### config.mk
export PLATFORM = sky130hd
export DESIGN_NAME = irq_ctrl
export DESIGN_NICKNAME = d
export VERILOG_FILES = /design/src/rtl/irq_ctrl.sv
export SDC_FILE = /design/constraint.sdc
export NUM_CORES = 1
export LEC_CHECK = 0
export ABC_AREA = 1
export CORE_MARGIN = 1.5
export CORE_UTILIZATION = 60
export DETAILED_ROUTE_END_ITERATION = 12
export GPL_ROUTABILITY_DRIVEN = 0
export GPL_TIMING_DRIVEN = 0
export PLACE_DENSITY = 0.85
export SYNTH_ARGS = -nofsm -noshare
export SYNTH_HDL_FRONTEND = slang
export SYNTH_SLANG_ARGS = --single-unit
### constraint.sdc
create_clock -name clk -period 2.3 [get_ports clk]
set_input_delay 0.46 -clock clk [delete_from_list [all_inputs] [get_ports clk]]
set_output_delay 0.46 -clock clk [all_outputs]
set_load 0.02 [all_outputs]
### src/rtl/irq_ctrl.sv
// irq_ctrl: interrupt controller in front of the CP0 external interrupt input.
// It synchronizes and edge-detects the external lines and adds one auto-reload
// timer source. Pending and mask state live here, and the highest-priority
// eligible request is forwarded. A req/ack/eoi handshake keeps at most one
// interrupt outstanding toward CP0.
module irq_ctrl #(
  parameter int N_SRC       = 4,
  parameter int SYNC_STAGES = 2
) (
  input  logic             clk,
  input  logic             rst,
  input  logic [N_SRC-1:0] irq_src,
  input  logic [2:0]       bus_addr,
  input  logic             bus_we,
  input  logic [31:0]      bus_wdata,
  output logic [31:0]      bus_rdata,
  input  logic             irq_ack,
  input  logic             irq_eoi,
  output logic             ir_out,
  output logic [3:0]       irq_id
);

  // Pending/mask vectors carry the external lines plus the timer at index N_SRC
  localparam int NP = N_SRC + 1;

  localparam logic [2:0] ADDR_PEND = 3'd0;
  localparam logic [2:0] ADDR_MASK = 3'd1;
  localparam logic [2:0] ADDR_CTRL = 3'd2;
  localparam logic [2:0] ADDR_TCMP = 3'd3;
  localparam logic [2:0] ADDR_TCNT = 3'd4;
  localparam logic [2:0] ADDR_CUR  = 3'd5;

  typedef enum logic [1:0] {
    IDLE    = 2'd0,
    REQ     = 2'd1,
    SERVICE = 2'd2
  } state_t;

  state_t                              state;
  logic [SYNC_STAGES-1:0][N_SRC-1:0]   sync_q;
  logic [N_SRC-1:0]                    prev_q;
  logic [N_SRC-1:0]                    edge_det;
  logic [NP-1:0]                       pend;
  logic [NP-1:0]                       mask;
  logic [1:0]                          ctrl;
  logic [31:0]                         tcmp;
  logic [31:0]                         tcnt;
  logic                                timer_run;
  logic                                timer_match;
  logic [NP-1:0]                       eligible;
  logic                                any_elig;
  logic [3:0]                          winner;
  logic                                ack_take;
  logic [NP-1:0]                       ack_onehot;
  logic [NP-1:0]                       set_vec;
  logic [NP-1:0]                       clr_vec;
  logic [31:0]                         rd_next;
  logic                                wr_pend;
  logic                                wr_mask;
  logic                                wr_ctrl;
  logic                                wr_tcmp;
  logic                                wr_tcnt;

  assign wr_pend = bus_we && (bus_addr == ADDR_PEND);
  assign wr_mask = bus_we && (bus_addr == ADDR_MASK);
  assign wr_ctrl = bus_we && (bus_addr == ADDR_CTRL);
  assign wr_tcmp = bus_we && (bus_addr == ADDR_TCMP);
  assign wr_tcnt = bus_we && (bus_addr == ADDR_TCNT);

  // Synchronizer chain per external line followed by a previous-value flop
  always_ff @(posedge clk) begin
    if (rst) begin
      sync_q <= '0;
      prev_q <= '0;
    end else begin
      sync_q <= {sync_q[SYNC_STAGES-2:0], irq_src};
      prev_q <= sync_q[SYNC_STAGES-1];
    end
  end

  assign edge_det = sync_q[SYNC_STAGES-1] & ~prev_q;

  assign timer_run   = ctrl[1] && (tcmp != 32'd0);
  assign timer_match = timer_run && (tcnt == tcmp);

  // Timer counter: a bus load beats the increment, a match reloads to zero
  always_ff @(posedge clk) begin
    if (rst) begin
      tcnt <= '0;
    end else if (wr_tcnt) begin
      tcnt <= bus_wdata;
    end else if (timer_run) begin
      if (timer_match) tcnt <= '0;
      else             tcnt <= tcnt + 32'd1;
    end
  end

  // Plain configuration registers
  always_ff @(posedge clk) begin
    if (rst) begin
      mask <= '0;
      ctrl <= '0;
      tcmp <= '0;
    end else begin
      if (wr_mask) mask <= bus_wdata[NP-1:0];
      if (wr_ctrl) ctrl <= bus_wdata[1:0];
      if (wr_tcmp) tcmp <= bus_wdata;
    end
  end

  assign ack_take   = (state == REQ) && irq_ack;
  assign ack_onehot = {{(NP-1){1'b0}}, 1'b1} << irq_id;
  assign set_vec    = {timer_match, edge_det};
  assign clr_vec    = (wr_pend  ? bus_wdata[NP-1:0] : '0) |
                      (ack_take ? ack_onehot        : '0);

  // Pending bits: clears from W1C or acknowledge, new events take precedence
  always_ff @(posedge clk) begin
    if (rst) pend <= '0;
    else     pend <= (pend & ~clr_vec) | set_vec;
  end

  assign eligible = pend & mask & {NP{ctrl[0]}};
  assign any_elig = |eligible;

  // Fixed priority: the lowest set index wins, so the timer is last
  always_comb begin
    winner = '0;
    for (int i = NP - 1; i >= 0; i--) begin
      if (eligible[i]) winner = 4'(i);
    end
  end

  // Handshake FSM; ir_out is registered alongside the next state
  always_ff @(posedge clk) begin
    if (rst) begin
      state  <= IDLE;
      ir_out <= 1'b0;
      irq_id <= '0;
    end else begin
      case (state)
        IDLE: begin
          if (any_elig) begin
            state  <= REQ;
            ir_out <= 1'b1;
            irq_id <= winner;
          end
        end
        REQ: begin
          if (irq_ack) begin
            state  <= SERVICE;
            ir_out <= 1'b0;
          end else if (!any_elig) begin
            state  <= IDLE;
            ir_out <= 1'b0;
          end else begin
            irq_id <= winner;
          end
        end
        SERVICE: begin
          if (irq_eoi) state <= IDLE;
        end
        default: begin
          state  <= IDLE;
          ir_out <= 1'b0;
        end
      endcase
    end
  end

  // Read mux selecting the addressed register; unused bits stay zero
  always_comb begin
    rd_next = '0;
    case (bus_addr)
      ADDR_PEND: rd_next[NP-1:0] = pend;
      ADDR_MASK: rd_next[NP-1:0] = mask;
      ADDR_CTRL: rd_next[1:0]    = ctrl;
      ADDR_TCMP: rd_next         = tcmp;
      ADDR_TCNT: rd_next         = tcnt;
      ADDR_CUR:  rd_next         = {(state == SERVICE), 27'd0, irq_id};
      default:   rd_next         = '0;
    endcase
  end

  // Registered read data, one cycle behind the address
  always_ff @(posedge clk) begin
    if (rst) bus_rdata <= '0;
    else     bus_rdata <= rd_next;
  end

endmodule
==> impl_metrics.tcl, run 1 <==
set metrics [dict create \
    status "completed" \
    synth.distinct_cells 34 \
    layout.cell_area.non_filler_um2 8140 \
    route.antenna.remaining_nets 0 \
    syn-instance-count 1012 \
    dr.pass1.iters 5 \
    fin_setup_tns_ns 0 \
    fin_crit_ns 2.17 \
    average_footprint_of_a_synthesized_cell_um2 6.55 \
    synth_top_cells_by_area "sky130_fd_sc_hd__dfxtp_1, sky130_fd_sc_hd__nand2_1, sky130_fd_sc_hd__a21oi_1, sky130_fd_sc_hd__nand3_1, sky130_fd_sc_hd__nor2_1" \
    cts_tree "done" \
    worst-slew-pin-transition_ns 0.764 \
    synth_seq_cells 126 \
    design.core.area_um2 10800 \
    total_leakage_power_nw 3.25 \
    power.share.combinational_pct 10.0 \
    synth_warnings 0 \
    post-route-drc-count 0 \
    clk-insertion-delay-late_ns 0.55 \
    hold_violations 0 \
    peakVddDrop_mv 0.607 \
    cpLargestDelayFamily "buffers and inverters" \
    dieWidth_um 108 \
    synth.yosys.seq_area_share_pct 38.0 \
    p_total_w 0.00542 \
    drt-initial-drc-count 731 \
    cts.clk_slew.worst_paths_ns 0.06 \
    postCtsSetupBuffers 0 \
    cts.repair.resized 0 \
    die_h_um 108 \
    syn_to_final_growth_pct 22.7 \
    layout.nets 1153 \
    cap_violations 0 \
    fmax_mhz 461 \
    global_route_wire_length_before_repair_um 31700 \
    finalSetupViolations 0 \
    post_route_insts_no_fill 1260 \
    p_switching_w 0.00133 \
    grt_overflow 0 \
    seqPwrFrac_pct 42.0 \
    maxSlewHeadroom_pct 49.1 \
    critPathArrivalTime_ns 1.71 \
    pin_count_of_the_biggest_net_entering_global_routing 17 \
    critPathCaptureType "output pin" \
    required_ns 1.84 \
    place_area_um2 7580 \
    netlist.area_leader.share_pct 38.0 \
    clock-sinks 126 \
    syn-num-nets 1057 \
    start_util_pct 61.4 \
    drv_slew 0 \
    top_level_ports 81 \
    wl_um 20000 \
    class_of_the_tightest_hold_or_removal_check "input pin to flip-flop" \
    root_buffer "sky130_fd_sc_hd__clkbuf_8" \
    post-route-util_pct 75.4 \
    critical_path_buf_inv_count 1 \
    grt_setup_unrepaired "false" \
    intPower_w 0.00410 \
    place_inst 1229 \
    cp_cell_sequence "clkdlybuf4s50_1" \
    crit_path_max_delay_cell_type "sky130_fd_sc_hd__clkdlybuf4s50_1" \
    buffers_from_clock_root_to_sink_at_most 2 \
    cpPeakStageDelay_ns 0.67 \
    first_global_vias 6565 \
    cts_hold_buffers 0 \
    port_buffers 77 \
    setup.worst_path.start_class "flip-flop" \
    place_hpwl_um 14400 \
    detail_route.vias_per_cell 5.62 \
    synth.cell_area_um2 6630 \
    num_vias 7079 \
    proportion_of_total_power_due_to_net_switching_pct 24.5 \
    placementRows 38 \
    antenna_found_initial 0 \
    drive_gt1_share_pct 6.88 \
    power.share.clock_pct 48.0 \
    aggregate_global_route_resource_usage_pct 35.9 \
    critPathKind "flip-flop to output pin" \
    power.density_nw_per_um2 667 \
    critical_path_fanout_max 8 \
    library_cell_with_the_largest_summed_area_after_synthesis "sky130_fd_sc_hd__dfxtp_1" \
    number_of_clock_buffers_inserted_by_tritoncts 17 \
    antenna-diode-count 0 \
    cts-htree-levels 4 \
    layout_worst_path_cycle_share_pct 94.3 \
    timing.clock.skew_ns 0.00967 \
    design.die.area_um2 11700 \
    wire_per_inst_um 15.8 \
]
-- Yosys cell counts (all sizes together) --
cell type / number
nor3: 3
ha: 1
buf: 31
a221oi: 2
o32ai: 4
a211oi: 3
nor4: 4
o221ai: 3
nand2: 279
or2: 1
a31oi: 2
and2: 4
xor2: 15
nand3: 99
inv: 104
nand3b: 9
o22ai: 1
a21oi: 103
o21ai: 27
nor2: 119
nand4: 11
conb: 1
dfxtp: 126
clkbuf: 32
xnor2: 28
-- worst paths after layout --
check / slack, ns / end / from / cells past startpoint
min reg2reg: 0.41 / sync_q[6] / sync_q[2] / 2
min: 0.32 / tcmp[6] / bus_we / 3
max reg2reg: 0.28 / tcnt[12] / tcmp[5] / 9
max: 0.13 / irq_id[2] / irq_id[2] / 1
-- kinds of logic after synthesis --
group           share of synthesized area [%]
simple gates                             33.6
buf+inv                                  10.6
compound gates                           11.8
flops                                    38.0
xor+xnor                                 5.68
fa+ha+maj                               0.189
other cells                            0.0566
-- final cells by class --
type / instances / area, µm²
timing repair buffer: 77 / 771
multi-input combinational: 719 / 3400
inverter: 104 / 390
sequential: 126 / 2520
clock inverter: 8 / 115
fill: 879 / 2660
tap: 140 / 175
clock buffer: 23 / 447
buffer: 63 / 315
-- registers in the layout, summed over array words and instances (netlist names) --
register	flops
mask	5
tcnt	32
prev_q	4
sync_q	8
ctrl	2
tcmp	32
pend	5
irq_id	3
state	2
bus_rdata	32
ir_out	1
-- stage by stage --
step	hold WS, ns	setup slack (ns)
2_1_floorplan	0.388	0.753
3_3_place_gp	0.389	-0.100
3_5_place_dp	0.396	-0.138
4_1_cts	0.318	0.130
5_1_grt	0.341	0.0976
6_report	0.324	0.130
-- placed cells by master (no fill, tap or decap), drive strengths merged --
| master | n |
|---|---|
| dfxtp | 126 |
| clkinv | 5 |
| nor2 | 119 |
| buf | 31 |
| o22ai | 1 |
| a21oi | 103 |
| a211oi | 3 |
| o32ai | 4 |
| clkbuf | 55 |
| nor4 | 4 |
| inv | 104 |
| nand2 | 279 |
| xnor2 | 28 |
| nor3 | 3 |
| or2 | 1 |
| o221ai | 3 |
| conb | 1 |
| xor2 | 15 |
| a221oi | 2 |
| bufinv | 3 |
| nand3 | 99 |
| clkdlybuf4s50 | 77 |
| a31oi | 2 |
| o21ai | 27 |
| and2 | 4 |
| nand3b | 9 |
| ha | 1 |
| nand4 | 11 |
-- per-layer routing --
| metal | vias up | GRT usage [%] | wire length, µm |
|---|---|---|---|
| met5 | - | 0 | 0 |
| met4 | 0 | 22.0 | 1110 |
| met3 | 85 | 9.58 | 1950 |
| met2 | 392 | 56.8 | 8970 |
| met1 | 3185 | 43.5 | 7930 |
| li1 | 3417 | - | - |
-- power by group through the flow --
| stage | sequential, W | clock [W] | combinational [W] |
|---|---|---|---|
| 2_1_floorplan | 0.00231 | 0 | 0.000309 |
| 3_3_place_gp | 0.00232 | 0 | 0.000516 |
| 3_5_place_dp | 0.00232 | 0 | 0.000523 |
| 4_1_cts | 0.00227 | 0.00262 | 0.000528 |
| 5_1_grt | 0.00228 | 0.00272 | 0.000589 |
| 6_report | 0.00228 | 0.00261 | 0.000542 |
(Power assumes the default switching activity.)
==> inputs of run 2 (changes only) <==
- CORE_UTILIZATION: 60 -> 45
- CTS_BUF_LIST: not set -> sky130_fd_sc_hd__clkbuf_4 sky130_fd_sc_hd__clkbuf_8 sky130_fd_sc_hd__clkbuf_16
- PLACE_DENSITY: 0.85 -> 0.67
==> impl_metrics.tcl, run 2 (synthesized netlist as in run 1, its figures left out) <==
set metrics [dict create \
    wl_um 20500 \
    die_h_um 124 \
    post-route-drc-count 0 \
    registers_with_the_most_flip_flops "bus_rdata (32), tcmp (32), tcnt (32)" \
    global_route_wire_length_before_repair_um 32500 \
    dr.pass1.iters 5 \
    top_level_ports 81 \
    design.core.area_um2 14500 \
    reg2reg_slack_ns 0.27 \
    worst-slew-pin-transition_ns 0.713 \
    critPathCapture "irq_id[2]" \
    hold-worst-slack_ns 0.404 \
    placementRows 44 \
    clk-insertion-delay-late_ns 0.43 \
    setup.worst_path.start_class "flip-flop" \
    finalSetupViolations 0 \
    worst-r2r-cell-count 9 \
    commonest_cells_after_routing_fill_and_taps_aside "sky130_fd_sc_hd__nand2_1, sky130_fd_sc_hd__dfxtp_1, sky130_fd_sc_hd__nor2_1, sky130_fd_sc_hd__a21oi_1, sky130_fd_sc_hd__inv_1" \
    class_of_the_tightest_hold_or_removal_check "flip-flop to flip-flop" \
    total_leakage_power_nw 3.26 \
    hold_violations 0 \
    fillerInstances 1425 \
    cts_hold_buffers 0 \
    root_buffer "sky130_fd_sc_hd__clkbuf_16" \
    drt-initial-drc-count 603 \
    number_of_clock_buffers_inserted_by_tritoncts 17 \
    critical_path_fanout_max 8 \
    layout_worst_path_cycle_share_pct 90.0 \
    first_global_vias 6154 \
    final_common_cell "sky130_fd_sc_hd__nand2_1" \
    rr_startpoint "tcmp[11]" \
    layout.nets 1153 \
    post_route_insts_no_fill 1305 \
    syn_to_final_growth_pct 24.0 \
    critPathCaptureType "output pin" \
    cpLargestDelayFamily "buffers and inverters" \
    status "completed" \
    required_ns 1.84 \
    drive_gt1_share_pct 7.40 \
    dieWidth_um 124 \
    peakVddDrop_mv 0.514 \
    start_util_pct 45.8 \
    port_buffers 77 \
    rr_endpoint "tcnt[25]" \
    postCtsSetupBuffers 0 \
    place_inst 1273 \
    power.density_nw_per_um2 670 \
    fin_crit_ns 2.07 \
    critical_path_buf_inv_count 1 \
    aggregate_global_route_resource_usage_pct 26.9 \
    antenna_found_initial 0 \
    cts.clk_slew.worst_paths_ns 0.05 \
    drv_slew 0 \
    cp_cell_sequence "clkdlybuf4s50_1" \
    fmax_mhz 483 \
    cpPeakStageDelay_ns 0.67 \
    wire_per_inst_um 15.7 \
    crit_path_max_delay_cell_type "sky130_fd_sc_hd__clkdlybuf4s50_1" \
    grt_setup_unrepaired "false" \
    route.antenna.remaining_nets 0 \
    post-route-util_pct 56.8 \
    cts.repair.resized 0 \
    maxSlewHeadroom_pct 52.5 \
    timing.clock.skew_ns 0.00772 \
    num_vias 6814 \
    cap_violations 0 \
    critPathArrivalTime_ns 1.61 \
    buffers_from_clock_root_to_sink_at_most 2 \
    layout.cell_area.non_filler_um2 8220 \
    cts_tree "done" \
    place_hpwl_um 15300 \
    design.die.area_um2 15500 \
    startpoint "irq_id[2]" \
    critPathKind "flip-flop to output pin" \
    clock-sinks 126 \
    place_area_um2 7630 \
    cts-htree-levels 4 \
    antenna-diode-count 0 \
    pin_count_of_the_biggest_net_entering_global_routing 17 \
    detail_route.vias_per_cell 5.22 \
    worst-path-stages 1 \
    grt_overflow 0 \
]
-- run 2: per-stage QoR --
stage | setup WS, ns | setup TNS [ns] | power, W
after global routing | 0.0439 | 0 | 0.00569
after floorplan | 0.753 | 0 | 0.00262
after CTS | 0.240 | 0 | 0.00553
after detailed placement | -0.152 | -4.84 | 0.00285
final | 0.230 | 0 | 0.00551
after global placement | -0.148 | -4.60 | 0.00285
-- run 2: worst min path at each step --
| stage | start | endpoint | slack, ns | cells after the start |
|---|---|---|---|---|
| after floorplan | sync_q[0] | sync_q[4] | 0.39 | 2 |
| after global placement | sync_q[3] | sync_q[7] | 0.39 | 2 |
| after detailed placement | sync_q[1] | sync_q[5] | 0.40 | 2 |
| after CTS | sync_q[1] | sync_q[5] | 0.40 | 2 |
| after global routing | prev_q[0] | pend[0] | 0.43 | 1 |
| final | sync_q[3] | sync_q[7] | 0.40 | 2 |
-- run 2: power breakdown --
part	leakage, nW	internal, W	switching [W]
clock network	0.296	0.00168	0.00101
registers	1.02	0.00223	0.0000407
logic	1.95	0.000198	0.000348
-- run 2: final cells by class --
type | instances | area (µm²) | share of cell area, %
Multi-Input combinational cell | 719 | 3400 | 41.4
Sequential cell | 126 | 2520 | 30.7
Timing Repair Buffer | 77 | 771 | 9.38
Clock buffer | 21 | 474 | 5.77
Inverter | 104 | 390 | 4.75
Buffer | 63 | 315 | 3.84
Tap cell | 184 | 230 | 2.80
Clock inverter | 11 | 115 | 1.40
-- run 2: metal layers --
metal	wire, µm	track usage, %	vias to the layer above	part of all wire (%)
li1	-	-	3414	-
met1	8870	34.3	3096	43
met2	9470	42.7	260	46
met3	1520	6.36	44	7.4
met4	663	12.8	0	3.2
met5	0	0	-	0
